$ cat config.mk
export PLATFORM = sky130hd
export DESIGN_NAME = bf16_result_drain_flat
export DESIGN_NICKNAME = d
export VERILOG_FILES = /design/src/rtl/bf16_result_drain_pkg.sv /design/src/rtl/bf16_result_drain_if.sv /design/src/rtl/bf16_nan_canon.sv /design/src/rtl/bf16_result_drain.sv /design/src/flat_wrapper.sv
export SDC_FILE = /design/constraint.sdc
export NUM_CORES = 1
export LEC_CHECK = 0
export ABC_AREA = 1
export ABC_CLOCK_PERIOD_IN_PS = 3000
export CORE_UTILIZATION = 51
export DETAILED_ROUTE_END_ITERATION = 6
export PLACE_DENSITY_LB_ADDON = 0.08
export SYNTH_ARGS = -nofsm -noshare
export SYNTH_HDL_FRONTEND = slang
export SYNTH_SLANG_ARGS = --single-unit
$ cat constraint.sdc
create_clock -name clk -period 3 [get_ports clk]
set_clock_uncertainty 0.2 [all_clocks]
set_input_delay 0.45 -clock clk [delete_from_list [all_inputs] [get_ports clk]]
set_output_delay 0.45 -clock clk [all_outputs]
set_load 0.02 [all_outputs]
$ cat src/rtl/bf16_result_drain_pkg.sv
// Shared types and constants for the BF16 row result drain.
package drain_pkg;

  typedef logic [15:0] bf16_t;

  typedef enum logic [1:0] {
    IDLE  = 2'd0,
    DRAIN = 2'd1,
    REARM = 2'd2
  } drain_state_e;

  localparam bf16_t BF16_QNAN = 16'h7FC0;

endpackage

$ cat src/rtl/bf16_result_drain_if.sv
// Output stream of the drain: one BF16 word per valid/ready beat.
interface bf16_result_drain_if #(
  parameter int IDX_W = 2
);
  import drain_pkg::*;

  logic             out_valid;
  logic             out_ready;
  bf16_t            out_data;
  logic [IDX_W-1:0] out_col;
  logic             out_last;

  modport master (output out_valid, output out_data, output out_col,
                  output out_last, input out_ready);
  modport slave  (input out_valid, input out_data, input out_col,
                  input out_last, output out_ready);
endinterface

$ cat src/rtl/bf16_nan_canon.sv
// Per-column NaN canonicaliser: any NaN becomes the canonical quiet NaN,
// everything else (including infinities) passes through.
// Only compiled when DRAIN_NAN_CANON_EN is defined.
`ifdef DRAIN_NAN_CANON_EN
module bf16_nan_canon
  import drain_pkg::*;
(
  input  bf16_t din,
  output bf16_t dout
);
  logic is_nan;

  // exp all ones with non-zero mantissa
  always_comb begin
    is_nan = (din[14:7] == 8'hFF) && (din[6:0] != 7'd0);
    dout   = is_nan ? BF16_QNAN : din;
  end
endmodule
`endif

$ cat src/rtl/bf16_result_drain.sv
// Row result drain: waits for the whole row of mac_cells to hold a result,
// snapshots it, pulses clear_accum back, then streams one column per beat.
// Optional build macro: DRAIN_NAN_CANON_EN (canonicalise NaNs at capture).
module bf16_result_drain
  import drain_pkg::*;
#(
  parameter int COLS  = 4,
  parameter int IDX_W = (COLS > 1) ? $clog2(COLS) : 1
)(
  input  logic                   clk,
  input  logic                   rst_n,
  input  logic [COLS-1:0]        mac_valid_i,
  input  bf16_t [COLS-1:0]       mac_bf_i,
  input  logic                   flush_i,
  output logic                   clear_accum_o,
  bf16_result_drain_if.master    out,
  output logic                   busy,
  output logic [15:0]            frame_cnt
);

  localparam logic [IDX_W-1:0] LAST = IDX_W'(COLS - 1);

  drain_state_e         state;
  logic [IDX_W-1:0]     idx;
  logic [IDX_W-1:0]     idx_nx;
  bf16_t [COLS-1:0]     snap;
  bf16_t [COLS-1:0]     cap_w;

  // per-column capture path
  for (genvar i = 0; i < COLS; i++) begin : g_col
`ifdef DRAIN_NAN_CANON_EN
    bf16_nan_canon u_canon (.din(mac_bf_i[i]), .dout(cap_w[i]));
`else
    assign cap_w[i] = mac_bf_i[i];
`endif
  end

  assign idx_nx      = idx + IDX_W'(1);
  assign busy        = (state != IDLE);
  assign out.out_col = idx;

  // capture / drain / rearm sequencing; flush overrides everything
  always_ff @(posedge clk or negedge rst_n) begin
    if (!rst_n) begin
      state         <= IDLE;
      idx           <= '0;
      snap          <= '0;
      frame_cnt     <= '0;
      clear_accum_o <= 1'b0;
      out.out_valid <= 1'b0;
      out.out_data  <= '0;
      out.out_last  <= 1'b0;
    end else begin
      clear_accum_o <= 1'b0;
      if (flush_i) begin
        state         <= REARM;
        idx           <= '0;
        snap          <= '0;
        clear_accum_o <= 1'b1;
        out.out_valid <= 1'b0;
        out.out_data  <= '0;
        out.out_last  <= 1'b0;
      end else begin
        case (state)
          IDLE: begin
            // partial validity is ignored: wait for the full row
            if (&mac_valid_i) begin
              snap          <= cap_w;
              idx           <= '0;
              clear_accum_o <= 1'b1;
              out.out_valid <= 1'b1;
              out.out_data  <= cap_w[0];
              out.out_last  <= (COLS == 1);
              state         <= DRAIN;
            end
          end
          DRAIN: begin
            if (out.out_valid && out.out_ready) begin
              if (idx == LAST) begin
                frame_cnt     <= frame_cnt + 16'd1;
                out.out_valid <= 1'b0;
                out.out_last  <= 1'b0;
                state         <= REARM;
              end else begin
                idx          <= idx_nx;
                out.out_data <= snap[idx_nx];
                out.out_last <= (idx_nx == LAST);
              end
            end
          end
          REARM: begin
            // mac_valid lags clear_accum; wait for it to drop so the stale
            // result is not captured twice
            if (mac_valid_i == '0) state <= IDLE;
          end
          default: state <= IDLE;
        endcase
      end
    end
  end

endmodule

$ cat src/flat_wrapper.sv
// flat-port wrapper written by rule: the top's interface ports become plain ports
module bf16_result_drain_flat import drain_pkg::*;
#(
  parameter int COLS  = 4,
  parameter int IDX_W = (COLS > 1) ? $clog2(COLS) : 1
)
  (clk, rst_n, mac_valid_i, mac_bf_i, flush_i, clear_accum_o, busy, frame_cnt, out_out_valid, out_out_data, out_out_col, out_out_last, out_out_ready);
  bf16_result_drain_if #(.IDX_W(IDX_W)) out_i ();
  input  logic clk;
  input  logic rst_n;
  input  logic [COLS-1:0] mac_valid_i;
  input  bf16_t [COLS-1:0] mac_bf_i;
  input  logic flush_i;
  output logic clear_accum_o;
  output logic busy;
  output logic [15:0] frame_cnt;
  output wire logic [$bits(out_i.out_valid)-1:0] out_out_valid;
  output wire logic [$bits(out_i.out_data)-1:0] out_out_data;
  output wire logic [$bits(out_i.out_col)-1:0] out_out_col;
  output wire logic [$bits(out_i.out_last)-1:0] out_out_last;
  input wire logic [$bits(out_i.out_ready)-1:0] out_out_ready;
  assign out_out_valid = out_i.out_valid;
  assign out_out_data = out_i.out_data;
  assign out_out_col = out_i.out_col;
  assign out_out_last = out_i.out_last;
  assign out_i.out_ready = out_out_ready;
  bf16_result_drain #(.COLS(COLS), .IDX_W(IDX_W)) u_core (.clk(clk), .rst_n(rst_n), .mac_valid_i(mac_valid_i), .mac_bf_i(mac_bf_i), .flush_i(flush_i), .clear_accum_o(clear_accum_o), .out(out_i), .busy(busy), .frame_cnt(frame_cnt));
endmodule
### Word level (Yosys, flattened, before mapping)

Cells that the tools add are included.

* RAM bits: 0
* word-level logic and storage cells: 72
* bits in read-only memories: 0
* input port bits: 72
* register bits: 103
* memories kept: 0
* latch bits: 0

* add/sub/neg operators: 2
* reductions and logical operators: 14
* bitwise gates (word level): 1
* div/mod/pow operators: 0
* order comparisons: 1
* mux-type cells: 34
* equality and inequality tests: 9
* shifts and indexed selects: 0
* $mul: 0

Operators with widths (number)
* $mux 64: 3
* $mux 16: 5
* $bmux 16 s2: 1
* $pmux 16 s2: 1
* $reduce_and 4->1: 5
* $mux 2: 9
* $add 16x1->16 const B: 1
* $ne 3x2->1 const B: 4
* $mux 1: 11
* $eq 2x2->1 const B: 3
* $pmux 2 s3: 1
* $reduce_bool 2->1: 3
* $logic_not 4->1: 1
* $pmux 1 s2: 2
* $pmux 2 s2: 1
* $lt 2x3->1 const B: 1
* $ne 3x3->1 const B: 1
* $reduce_and 3->1: 1
* $reduce_bool 3->1: 1
* $add 2x1->2 const B: 1
* $eq 2x1->1 const B: 1
* $logic_not 2->1: 1
* $reduce_and 2->1: 1
* $logic_and 1x1->1: 1
* $not 1->1: 1

### Longest topological paths before layout

* depth in word-level cells: 7
* depth in mapped cells: 12
* gate-level depth less buffers: 8

### Worst setup path before layout

OpenSTA, ideal clock, no wires.

* path kind: reg2reg
* start point: register u_core.idx[0], in the netlist u_core.out.out_col[0]
* end point: register u_core.out.out_data[10]
* buffers on the path: 4
* arrival: 2014 ps
* path slack: 669 ps
* data required time: 2683 ps
* period minus slack after synthesis: 2331 ps
* library setup time: 117 ps
* stages on the path, launching flop included: 12
* cells stage by stage: dfrtp_1 > buf_2 > clkinv_1 > buf_2 > ha_1 > buf_2 > buf_1 > nand3_1 > nand3_1 > o21ai_0 > nand2_1 > nand2_1

* longest elaborated chain between the ends: 7
* elaborated cells on any way between the ends: 10

RTL lines
* from (decl): line bf16_result_drain.sv:24 `logic [IDX_W-1:0] idx;`
* from (signal assigned): line bf16_result_drain.sv:85 `idx <= idx_nx;`
* $add 2x1->2: line bf16_result_drain.sv:38 `assign idx_nx = idx + IDX_W'(1);`
* $bmux 16 s2: line bf16_result_drain.sv:86 `out.out_data <= snap[idx_nx];`
* $mux 16 (not written as such): line bf16_result_drain.sv:86
* $mux 16: line bf16_result_drain.sv:79 `if (idx == LAST) begin`
* $mux 16: line bf16_result_drain.sv:78 `if (out.out_valid && out.out_ready) begin`
* $pmux 16 s2: line bf16_result_drain.sv:64 `case (state)`
* $mux 16: line bf16_result_drain.sv:55 `if (flush_i) begin`
* to (signal assigned): line bf16_result_drain.sv:72 `out.out_data <= cap_w[0];`
* to (signal assigned): line bf16_result_drain.sv:86
* to (decl): line bf16_result_drain_if.sv:13 `modport master (output out_valid, output out_data, output out_col,`

Parallel ways exist; a longest one is shown, timed or not. The select of a mux whose other input is x is not followed.
A chain may end at the register's enable or synchronous reset.

### Worst setup path in the final report

* start point: register u_core.idx[1], in the netlist u_core.out.out_col[1]
* end point: register u_core.out.out_data[5]

Same word-level chain as after synthesis.

==> flow_summary.yaml <==
grt:
  grt_overflow: 0
  antenna_found_initial: 0
  grt_max_degree: 66
  grt_first_pass_wirelength_microns: 21000
  first_global_vias: 4277
  grt.total_usage_pct: 26.3
cells_and_area:
  fin_util_pct: 66.3
  final_common_cell: "nand2_1"
  fin_nets: 812
  area_growth_syn_to_layout_pct: 27.0
  diodes: 0
  layout-drive-gt1-share_pct: 5.67
  final_cell_mix: "nand2_1, nand3_1, clkdlybuf4s50_1"
min_path:
  min-delay-start: "u_core.out.out_data[4]"
  hold_path.class: "reg2reg"
  whs_path_depth: 2
  min_to: "u_core.out.out_data[4]"
worst_setup_path:
  worst_setup_path_start_kind: "flip-flop"
  reg2reg_depth: 8
  worstPathMaxFanout: 17
  r2r_end: "u_core.out.out_data[5]"
  critPathKind: "reg2reg"
  cp.required_ns: 3.11
  r2r_start: "u_core.out.out_col[1]"
  arrival_ns: 2.56
  r2r_slack_ns: 0.55
  cp-end-kind: "flip-flop"
power_and_ir_drop:
  max-vdd-ir-drop_v: 0.000218
  p_comb_share_pct: 16.8
  p_total_w: 0.00281
  swShare_pct: 27.5
  powerDensity_mw_per_mm2: 436
  p_clk_share_pct: 30.5
  p_leak_nw: 3.10
  p_int_w: 0.00204
  pwr-share-seq_pct: 52.7
  power.net_switching_w: 0.000774
cts:
  insertion_delay_ns: 0.37
  ctsHtreeMaxLevel: 3
  cts_tree: "yes"
  cts_buffers: 9
  clock_path_buffers: 2
  ctsResizeCount: 0
  cts.sinks: 103
  clk_pin_slew_worst_paths_ns: 0.10
  clock-root-buffer: "clkbuf_8"
route:
  wire_per_inst_microns: 14.6
  drc: 0
  drt_iter0_markers: 367
  viasPerCell: 5.33
  detail_route.wirelength_microns: 12800
  vias: 4655
  first_pass_iters: 6
  ant_nets: 0
die:
  fp.dieH_microns: 102
  num_io_pins: 110
  coreArea_sq_mm: 0.00973
  start_util_pct: 52.2
  core.rowCount: 36
  die-area_sq_mm: 0.0104
  fp.dieW_microns: 102
sta:
  finalSetupViolCount: 0
  slew_headroom_pct: 62.0
  fin_crit_ns: 2.45
  fin_setup_tns_ns: 0
  finalCritPeriodShare_pct: 81.7
  tightest_slew_ns: 0.570
  timing.hold.ws_ns: 0.281
  rsz0062_at_grt: "no"
  finalHoldViolCount: 0
  fmax_mhz: 408
  drv_slew: 0
place:
  io_buffers: 109
  routabilityCongestion: 0.880
  dp_hpwl_microns: 8830
logic_synthesis:
  syn_area_per_cell_sq_um: 7.90
  ys_ff_latch: 103
  synthDominantCellAreaShare_pct: 50.7
  yosysWarnings: 0
  post-synth-top-area-cell: "dfrtp_1"
  ys_types: 25
  syn_area_sq_mm: 0.00508
  synthTopCellsByArea: "dfrtp_1, nand3_1, nand2_1"
  yosysSeqAreaShare_pct: 50.7
  synth_nets: 718
  synthCells: 643
flow_run:
  cap_violations: 0
status:
  status: "complete, no violations"
-- flip-flops by register name (all words and copies together), names as in the netlist --
signal and flops:
u_core.snap 64, u_core.state 2, u_core.out.out_col 2, u_core.clear_accum_o 1, u_core.out.out_last 1, u_core.frame_cnt 16, u_core.out.out_data 16, u_core.out.out_valid 1
-- area by class of cell --
cell class                 count  area, sq um
fill                         850         3280
clock inverter                 5         60.1
clock buffer                  10          128
inverter                      81          304
timing repair buffer         120         1200
tap                          133          166
multi-input combinational    422         2020
sequential                   103         2580
-- kinds of logic (layout without fill, tap and decap cells) --
kind of cell / count (synthesis) / count (layout) / share of synthesized area, %
adders and majority gates: 3 / 3 / 0.739
DFF: 103 / 103 / 50.7
xor gates and xnor gates: 12 / 12 / 2.07
and+or+nand+nor: 324 / 324 / 28.6
AOI/OAI and AO/OA: 83 / 83 / 8.18
buffers and inverters: 118 / 216 / 9.68
-- per-stage QoR --
stage / setup slack (ns) / area [sq um] / instances
6_report: 0.549 / 6450 / 874
5_1_grt: 0.426 / 6450 / 874
4_1_cts: 0.591 / 6450 / 874
3_5_place_dp: 0.368 / 6250 / 858
3_3_place_gp: 0.405 / 6250 / 858
2_1_floorplan: 0.669 / 5080 / 643
-- cell usage after synthesis (all sizes together) --
master and number:
xor2 6, clkbuf 16, clkinv 2, nor2 24
nand2 166, nand4 6, nor3 2, ha 3
dfrtp 103, buf 21, inv 79, xnor2 6
and2 1, o21ai 83, nand3 125
-- critical path, stage by stage, from the launching register on --
cell and delay [ns]:
dfrtp_1 0.44, ha_1 0.30, buf_4 0.24, clkinv_1 0.49
nand3_1 0.38, nand3_1 0.11, o21ai_0 0.09, nand2_1 0.08
nand2_1 0.08
-- metal layers --
layer,global-route usage (%),vias to the layer above,routed length [microns]
met5,0,-,0
met4,7.92,0,191
met3,4.21,15,755
met2,42.4,175,6070
met1,36.8,2224,5740
li1,-,2241,-
-- worst max-delay path by stage --
stage / startpoint / end / slack, ns / cells past startpoint
after CTS: u_core.out.out_col[0] / out_out_col[0] / 0.59 / 2
after floorplan: u_core.out.out_col[0] / u_core.out.out_data[10] / 0.67 / 11
after detailed placement: flush_i / u_core.frame_cnt[5] / 0.37 / 7
final: u_core.out.out_col[1] / u_core.out.out_data[5] / 0.55 / 8
after global routing: u_core.out.out_col[0] / u_core.out.out_data[5] / 0.43 / 9
after global placement: flush_i / u_core.frame_cnt[5] / 0.41 / 7
-- timing repair --
action,CTS,global route
buffers inserted,0,0
endpoints found under the hold margin,38,0
hold buffers,1,0
-- power by group through the flow --
stage / Clock [W] / Combinational [W] / Sequential (W)
after floorplan: 0 / 0.000174 / 0.00155
after global placement: 0 / 0.000468 / 0.00151
after detailed placement: 0 / 0.000475 / 0.00151
after CTS: 0.000869 / 0.000477 / 0.00148
after global routing: 0.000924 / 0.000520 / 0.00149
final: 0.000858 / 0.000472 / 0.00148
No activity file was read; power rests on OpenSTA's default activity.
